`config.mk`:
```
export PLATFORM = sky130hd
export DESIGN_NAME = pipe_sync_sink
export DESIGN_NICKNAME = d
export VERILOG_FILES = /design/src/rtl/pipe_sync_sink.sv
export SDC_FILE = /design/constraint.sdc
export NUM_CORES = 1
export LEC_CHECK = 0
export CORE_MARGIN = 5
export CORE_UTILIZATION = 40
export CTS_BUF_LIST = sky130_fd_sc_hd__clkbuf_16
export CTS_CLUSTER_DIAMETER = 50
export CTS_CLUSTER_SIZE = 10
export DETAILED_ROUTE_END_ITERATION = 12
export PLACE_DENSITY = 0.7
export SYNTH_ARGS = -nofsm -noshare
export SYNTH_HDL_FRONTEND = slang
export SYNTH_SLANG_ARGS = --single-unit
```
`constraint.sdc`:
```
create_clock -name clk -period 4.44 [get_ports clk]
set_clock_uncertainty 0.2 [all_clocks]
set_input_delay 1.11 -clock clk [delete_from_list [all_inputs] [get_ports clk]]
set_output_delay 1.11 -clock clk [all_outputs]
set_load 0.02 [all_outputs]
```
`src/rtl/pipe_sync_sink.sv`:
```
// Receiver at the tail of the async req/ack pipeline: it synchronizes req_in, runs a
// four-phase handshake and buffers each accepted token in a show-ahead FIFO.
module pipe_sync_sink #(
   parameter int WIDTH       = 3,
   parameter int DEPTH       = 4,
   parameter int SYNC_STAGES = 2
) (
   input  logic                     clk,
   input  logic                     rst,
   input  logic                     req_in,
   input  logic [WIDTH-1:0]         data_in,
   output logic                     ack_out,
   output logic [WIDTH-1:0]         dout,
   output logic                     dout_valid,
   input  logic                     dout_ready,
   output logic [$clog2(DEPTH):0]   count,
   output logic [7:0]               tok_cnt
);

   localparam int PW = $clog2(DEPTH);
   localparam int CW = PW + 1;

   typedef enum logic {
      IDLE,
      ACKED
   } state_t;

   state_t                 state_q, state_d;
   logic                   ack_q, ack_d;
   logic [SYNC_STAGES-1:0] sync_q;
   logic [PW-1:0]          wrPtr_q, wrPtr_d;
   logic [PW-1:0]          rdPtr_q, rdPtr_d;
   logic [CW-1:0]          count_q, count_d;
   logic [7:0]             tokCnt_q, tokCnt_d;
   logic [WIDTH-1:0]       mem_q [DEPTH];

   logic reqS;
   logic full;
   logic wrEn;
   logic rdEn;

   assign reqS = sync_q[SYNC_STAGES-1];
   assign full = (count_q == CW'(DEPTH));
   assign rdEn = (count_q != '0) && dout_ready;

   always_ff @(posedge clk) begin
      if (rst) begin
         sync_q <= '0;
      end else begin
         sync_q <= {sync_q[SYNC_STAGES-2:0], req_in};
      end
   end

   // data_in is held stable by upstream until ack rises, so it is captured unsynchronized
   always_comb begin
      state_d = state_q;
      ack_d   = ack_q;
      wrEn    = 1'b0;
      case (state_q)
         IDLE: begin
            if (reqS && !full) begin
               wrEn    = 1'b1;
               state_d = ACKED;
               ack_d   = 1'b1;
            end
         end
         ACKED: begin
            if (!reqS) begin
               state_d = IDLE;
               ack_d   = 1'b0;
            end
         end
         default: begin
            state_d = IDLE;
            ack_d   = 1'b0;
         end
      endcase
   end

   always_comb begin
      wrPtr_d  = wrPtr_q + PW'(wrEn);
      rdPtr_d  = rdPtr_q + PW'(rdEn);
      count_d  = count_q + CW'(wrEn) - CW'(rdEn);
      tokCnt_d = tokCnt_q + 8'(wrEn);
   end

   always_ff @(posedge clk) begin
      if (rst) begin
         state_q  <= IDLE;
         ack_q    <= 1'b0;
         wrPtr_q  <= '0;
         rdPtr_q  <= '0;
         count_q  <= '0;
         tokCnt_q <= '0;
      end else begin
         state_q  <= state_d;
         ack_q    <= ack_d;
         wrPtr_q  <= wrPtr_d;
         rdPtr_q  <= rdPtr_d;
         count_q  <= count_d;
         tokCnt_q <= tokCnt_d;
      end
   end

   always_ff @(posedge clk) begin
      if (wrEn) begin
         mem_q[wrPtr_q] <= data_in;
      end
   end

   assign ack_out    = ack_q;
   assign dout_valid = (count_q != '0);
   assign dout       = dout_valid ? mem_q[rdPtr_q] : '0;
   assign count      = count_q;
   assign tok_cnt    = tokCnt_q;

endmodule

```
# == Word level (Yosys, flattened, before mapping) ==
# Memories as Yosys holds them, arrays and structs flattened. A register that Yosys moved wholly into a read port is not among the register bits.
# Index checks and enable logic that the tools add are counted.
# totals
romBits,0
input_bits,7
output_inout_bits,16
reg_bits,19
elab_cells,33
mem_count,1
ramBits,12
latch_bits,0
# classes
n_eq_ne,3
reduce_logical,5
add_sub_neg,5
n_shift,0
muxes,11
n_div,0
n_lt_le_gt_ge,0
bitwise,1
multipliers,0
# mem_list
name,depth,width,rd,rd_clocked_by_memory_dff,wr,line_no,source
mem_q,4,3,1,1,1,35,logic [WIDTH-1:0] mem_q [DEPTH];
# ops
operator,n
8-bit by 1-bit adder with 8-bit output,1
1-bit 2-to-1 mux,7
2-bit by 1-bit adder with 2-bit output,2
"2-bit inequality test, second input constant",2
1-bit case mux with 2 select lines,2
3-bit by 1-bit adder with 3-bit output,1
"3-bit equality test, second input constant",1
3-bit 2-to-1 mux,1
3-bit nonzero test,1
3-bit by 1-bit subtractor with 3-bit output,1
1-bit logical AND,2
2-bit 2-to-1 mux,1
2-bit AND reduction,1
1-bit zero test,1
1-bit NOT,1

# == Logic depth before layout (Yosys ltp) ==
# depth
word_depth,7
mapped_depth,9
ltp_nobuf,9

# == Worst setup path before layout ==
# Ideal clock, no wire load.
# synth_timing
kind,input port to flip-flop
startpoint,input dout_ready
endpoint,register count_q[2] (netlist: count[2])
arrival_ns,2.241
slack_ns,1.871
required_ns,4.112
n_path_buf,0
cell_stages,7
setup_time_ns,0.128
path_cell_list,o31ai_1 > xnor2_1 > ha_1 > fa_1 > xnor2_1 > xnor2_1 > nor2_1
# synth_between
elab_chain_cells,2
# synth_lines
element,line_no,source
"start, declared",15,"input logic dout_ready,"
1-bit logical AND,44,assign rdEn = (count_q != '0) && dout_ready;
3-bit by 1-bit subtractor with 3-bit output,83,count_d = count_q + CW'(wrEn) - CW'(rdEn);
"end signal, assigned",100,count_q <= count_d;
"end, declared",33,"logic [CW-1:0] count_q, count_d;"
# No other way between the ends.
# A chain may end at the register's enable or synchronous reset.

==> impl_results.md <==
* Die width at 66.5 um
* Post-synth top flop: dfxtp_1
* DP Wirelength at 1.61 mm
* Clock sink count at 31
* Die Y at 66.5 um
* Reg2Reg Depth at 9
* Drt total wl at 2.15 mm
* Antenna viol nets, final at 0
* Setup-failing EPs final at 0
* Clock latency on the worst-skew pair at 0.27 ns
* Drt initial violations at 67
* Cell taking the most area after synthesis: dfxtp_1
* Slew HR at 51.6%
* Fraction of layout cells with a size suffix above 1 at 9.92%
* I/O Buffers at 22
* Maximum clock frequency at 303 MHz
* Post-Layout Inst Area at 1680 um2
* Max-cap violations at 0
* Worst path slowest cell: clkdlybuf4s50_1
* Worst path required time at 3.13 ns
* Arr. time, crit path at 1.99 ns
* Area occupied by multi-input gates at 509 um2
* Synth top area cells: dfxtp_1, edfxtp_1, nor2b_1
* DR pass1 iterations at 4
* Ant diodes at 0
* Nets at 142
* WHS Endpoint: sync_q[1]
* Routability Congestion at 0.739
* Finished Core Util at 54.9%
* Reg area at 741 um2
* Starting Density at 41.9%
* CTS clock-pin slew for the worst setup and hold paths at 0.05 ns
* Resize count post-CTS at 0
* Worst hold path type: reg -> reg
* Highest ir drop seen on vdd at 0.278 mV
* # rows at 20
* Post-CTS Setup Bufs at 0
* Setup TNS at 0 ns
* Slew Limit Fails at 0
* Top cell type's share of synthesized area at 29.7%
* Root buffer cell: clkbuf_16
* Largest net degree at the start of global routing at 22
* Inserted Clock Buffers at 5
* Hold_sp: sync_q[0]
* Post-synthesis sequential area ratio at 57.9%
* Grt total ovfl at 0
* DRC Markers at 0
* CTS tree: done
* Post-cts hold buffer count at 0
* Core area at 3050 um2
* Die ar. at 4430 um2
* CP Cell Sequence: mux4_2 > nor2b_1 > clkdlybuf4s50_1
* Worst Tran Pin Value at 0.724 ns
* RSZ-0062 raised after global routing: no
* Total number of vias at 833
* Initial antenna violation count at 0
* Top-count cell post-synth: dfxtp_1
* Synth async-reset ratio at 0%
* RR Endpoint: count[2]
* Run status: finished, final reports clean
* Hold Path Depth at 1
* Static Leak at 0.620 nW
* All-Layer GR Usage at 11.9%
* Synth Instances at 104
* Placement Cell Area at 1540 um2
* H-Tree Depth at 2
* Reg2reg start: count[2]
* #FFs+latches synth at 31
* Slack of the worst reg-to-reg path at 1.92 ns
* CP Class: reg -> out
* Synthesized Nets at 116
* Clock period minus final worst setup slack at 3.30 ns
* CP startpoint kind: register
* YS warnings at 0
* Worst Path Max Fanout at 5
* Post-synth EDFFs at 12
* Vias in the first global route at 847
* Crit. End Element: output pin
* Avg Vias per Cell at 4.76
* Area delta synth->final at 31.1%
* Most instantiated cells after synthesis: dfxtp_1, edfxtp_1, nor2b_1, nor2_1
* Fin crit share at 74.3%
* DR WL/cell at 12.3 um
* Max stage delay on crit path at 0.56 ns
* Post-Synthesis Cell Area at 1280 um2
* # IOs at 23
* Max Root-Sink Buffers at 2
* First-pass GRT wire length at 3.77 mm
* Syn avg cell area at 12.3 um2
* Final hold vios at 0
* Fill count at 287
* PwrDens at 544 nW/um2
* Yosys cell types at 30
critical path: cells and delay by family (launching register included):
family	cells	cell delay [ns]
AND/OR/NAND/NOR	1	0.14
flip-flops	1	0.47
buffers and inverters	1	0.56
multiplexers	1	0.54
layout by cell type, fill, tap and decap left out, types with 2 or more instances in the layout:
| cell | instances |
|---|---|
| clkdlybuf4s50_1 | 22 |
| dfxtp_1 | 19 |
| edfxtp_1 | 12 |
| nor2b_1 | 11 |
| nor2_1 | 9 |
| nand3_1 | 5 |
| xnor2_1 | 5 |
| clkbuf_16 | 5 |
| inv_1 | 4 |
| a21oi_1 | 4 |
| ha_1 | 4 |
| nor3_1 | 3 |
| mux4_2 | 3 |
| xor2_1 | 3 |
| nor3b_1 | 2 |
| and3_1 | 2 |
| o21ai_0 | 2 |
| or3_1 | 2 |
| clkinv_1 | 2 |
registers in the layout, summed over array words and instances, names as in the netlist:
register	cells
wrPtr_q	2
mem_q	12
count	3
rdPtr_q	2
state_q	1
sync_q	2
tok_cnt	8
ack_out	1
report_power, final:
| part | switching (mW) | internal [mW] |
|---|---|---|
| logic | 0.122 | 0.134 |
| registers | 0.0305 | 0.320 |
| clock network | 0.105 | 0.200 |
cells by family after synthesis:
logic type      count (synthesis)  synth area share [%]
simple gates                   40                  18.5
flops                          31                  57.9
compound gates                  9                  4.21
xor+xnor                        8                  5.48
buf+inv                         7                  2.25
fa+ha+maj                       5                  5.48
mux                             4                  6.16
routing by layer:
layer | vias up | global-route usage, % | wire, um
li1 | 417 | - | -
met1 | 390 | 12.9 | 934
met2 | 18 | 18.9 | 1050
met3 | 8 | 5.06 | 104
met4 | 0 | 7.61 | 67
met5 | - | 0 | 0
metrics by stage:
stage          cells  power [mW]  hold slack (ns)  setup WS, ns
3_3_place_gp     167       0.603            0.218          1.31
4_1_cts          175       0.927            0.250          1.10
2_1_floorplan    104       0.516            0.214          1.87
6_report         175       0.912            0.243          1.14
5_1_grt          175       0.966            0.268          1.06
3_5_place_dp     167       0.617            0.238          1.16
cell type report:
class / instances / share of cell area, %
clock inverter: 3 / 0.672
tap: 44 / 3.28
clock buffer: 5 / 7.46
inverter: 4 / 0.896
multi-input combinational: 66 / 30.4
timing repair buffer: 22 / 13.1
sequential: 31 / 44.2
worst max-delay path by stage:
stage	cells past startpoint	startpoint	to
2_1_floorplan	7	dout_ready	count[2]
3_3_place_gp	8	dout_ready	count[2]
3_5_place_dp	8	dout_ready	count[2]
4_1_cts	3	rdPtr_q[0]	dout[1]
5_1_grt	3	rdPtr_q[0]	dout[2]
6_report	3	rdPtr_q[0]	dout[1]
(Power assumes the default switching activity.)
==> edit: new RTL, same flow settings <==
The parameter `WIDTH` goes from 3 to 6.
--- a/src/rtl/pipe_sync_sink.sv
+++ b/src/rtl/pipe_sync_sink.sv
@@ -1,7 +1,7 @@
 // Receiver at the tail of the async req/ack pipeline: it synchronizes req_in, runs a
 // four-phase handshake and buffers each accepted token in a show-ahead FIFO.
 module pipe_sync_sink #(
-   parameter int WIDTH       = 3,
+   parameter int WIDTH       = 6,
    parameter int DEPTH       = 4,
    parameter int SYNC_STAGES = 2
 ) (
Ports: changed (resized data_in and dout); port bits go from 23 to 29. The function was not compared with the original's and may differ.
==> edit against the original RTL <==
Setup slack lost 0.18 ns; area after synthesis grew 34%; largest power group unchanged; largest cell class unchanged; power grew 27%; sequential cell count grew 12; first-iteration DRC count shrank 33%; routed wire length grew 41%; cell area grew 30%; sequential share of layout area grew 6.4 points.
==> edit: results (changes against the original RTL) <==
Status - finished clean (unchanged)
Cell area after placement - 2040 um2 (was 1540 um2)
P_leak - 0.000753 uW (was 0.000620 uW)
Most flops, register - mem_q (unchanged)
First-pass GRT wire length - 4950 um (was 3770 um)
Most frequent cells after synthesis - edfxtp_1, dfxtp_1, nor2_1 (was dfxtp_1, edfxtp_1, nor2b_1)
Largest net degree at the start of global routing - 20 (was 22)
Final Wtd Congestion - 0.783 (was 0.739)
Vias in the first global route - 1043 (was 847)
Fillers - 339 (was 287)
GR Layer Usage met1 - 0.140 (was 0.129)
Sequential share of power - 0.421 (was 0.384)
Main synth FF type - edfxtp_1 (was dfxtp_1)
HPWL Detailed - 2150 um (was 1610 um)
Combinational power - 341 uW (was 257 uW)
Avg Inst Size Synth - 14.2 um2 (was 12.3 um2)
Max-slew headroom - 0.271 (was 0.516)
Synth area leaders - edfxtp_1, dfxtp_1, mux4_2, ha_1, nor2b_1 (was dfxtp_1, edfxtp_1, nor2b_1, mux4_2, ha_1)
Crit path max-delay family - flip-flops (was buffers and inverters)
Inserted Diodes - 0 (unchanged)
Critical path's slowest cell - dfxtp_1 (was clkdlybuf4s50_1)
Mux share of post-synthesis cell area - 0.0787 (was 0.0616)
Routed WL - 3030 um (was 2150 um)
Adder-cell share of the synthesized area - 0.0408 (was 0.0548)
Post-place setup slack - 1.23 ns (was 1.16 ns)
Via-per-instance ratio - 5.04 (was 4.76)
Synth Net Count - 136 (was 116)
Layout cell share with drive strength beyond 1 - 0.105 (was 0.0992)
Final Power - 1160 uW (was 912 uW)
1st-pass router iterations - 6 (was 4)
Register area share after synthesis - 0.641 (was 0.579)
Worst path max stage delay - 0.63 ns (was 0.56 ns)
Crit-path max FO - 8 (was 5)
Worst vdd ir - 231 uV (was 278 uV)
Inst Count DP - 194 (was 167)
Routed len/inst - 15.0 um (was 12.3 um)
CP startpoint - rdPtr_q[0] (unchanged)
Worst EP arrival - 2.17 ns (was 1.99 ns)
Synth Area in Compound Gates - 0.0343 (was 0.0421)
PostCTS Resize Cnt - 0 (unchanged)
Number of enable flip-flop cells after synthesis - 24 (was 12)
Sw Pwr - 326 uW (was 258 uW)
Number of flip-flops in the largest register - 24 (was 12)
Total Nets Final - 166 (was 142)
Met2 usage - 0.206 (was 0.189)
CTS root buf - clkbuf_16 (unchanged)
Initial antenna violation count - 0 (unchanged)
Met3 GRT Util - 0.0409 (was 0.0506)
Port Buffers - 28 (was 22)
Synth async-reset ratio - 0 (unchanged)
Xor and xnor fraction of the mapped netlist area - 0.0459 (was 0.0548)
All-Layer GR Usage - 0.118 (was 0.119)
DRT iter0 DRCs - 45 (was 67)
edit: cell families (layout without fill, tap and decap cells):
logic type      Yosys count  count (layout)
flops                    43              43
simple gates             39              39
compound gates           10              10
xor+xnor                  9               9
buf+inv                   9              40
mux                       6               6
fa+ha+maj                 5               5
edit: final timing paths:
kind          endpoint  slack, ns  depth (start not counted)
min reg2reg  sync_q[1]       0.24                          1
min          sync_q[1]       0.24                          1
max            dout[4]       0.96                          3
max reg2reg   count[2]       1.97                          9
edit: cell type report:
class / instances / area (um2) / area share
clock buffer: 5 / 125 / 0.0575
clock inverter: 3 / 12.5 / 0.00575
inverter: 4 / 17.5 / 0.00805
multi-input combinational: 69 / 578 / 0.266
sequential: 43 / 1100 / 0.506
tap: 50 / 62.6 / 0.0287
timing repair buffer: 28 / 280 / 0.129
edit: layer usage:
metal,wire length [um],part of all wire
met5,0,0
met4,10,0.0033
met3,131,0.043
met2,1660,0.55
met1,1230,0.40
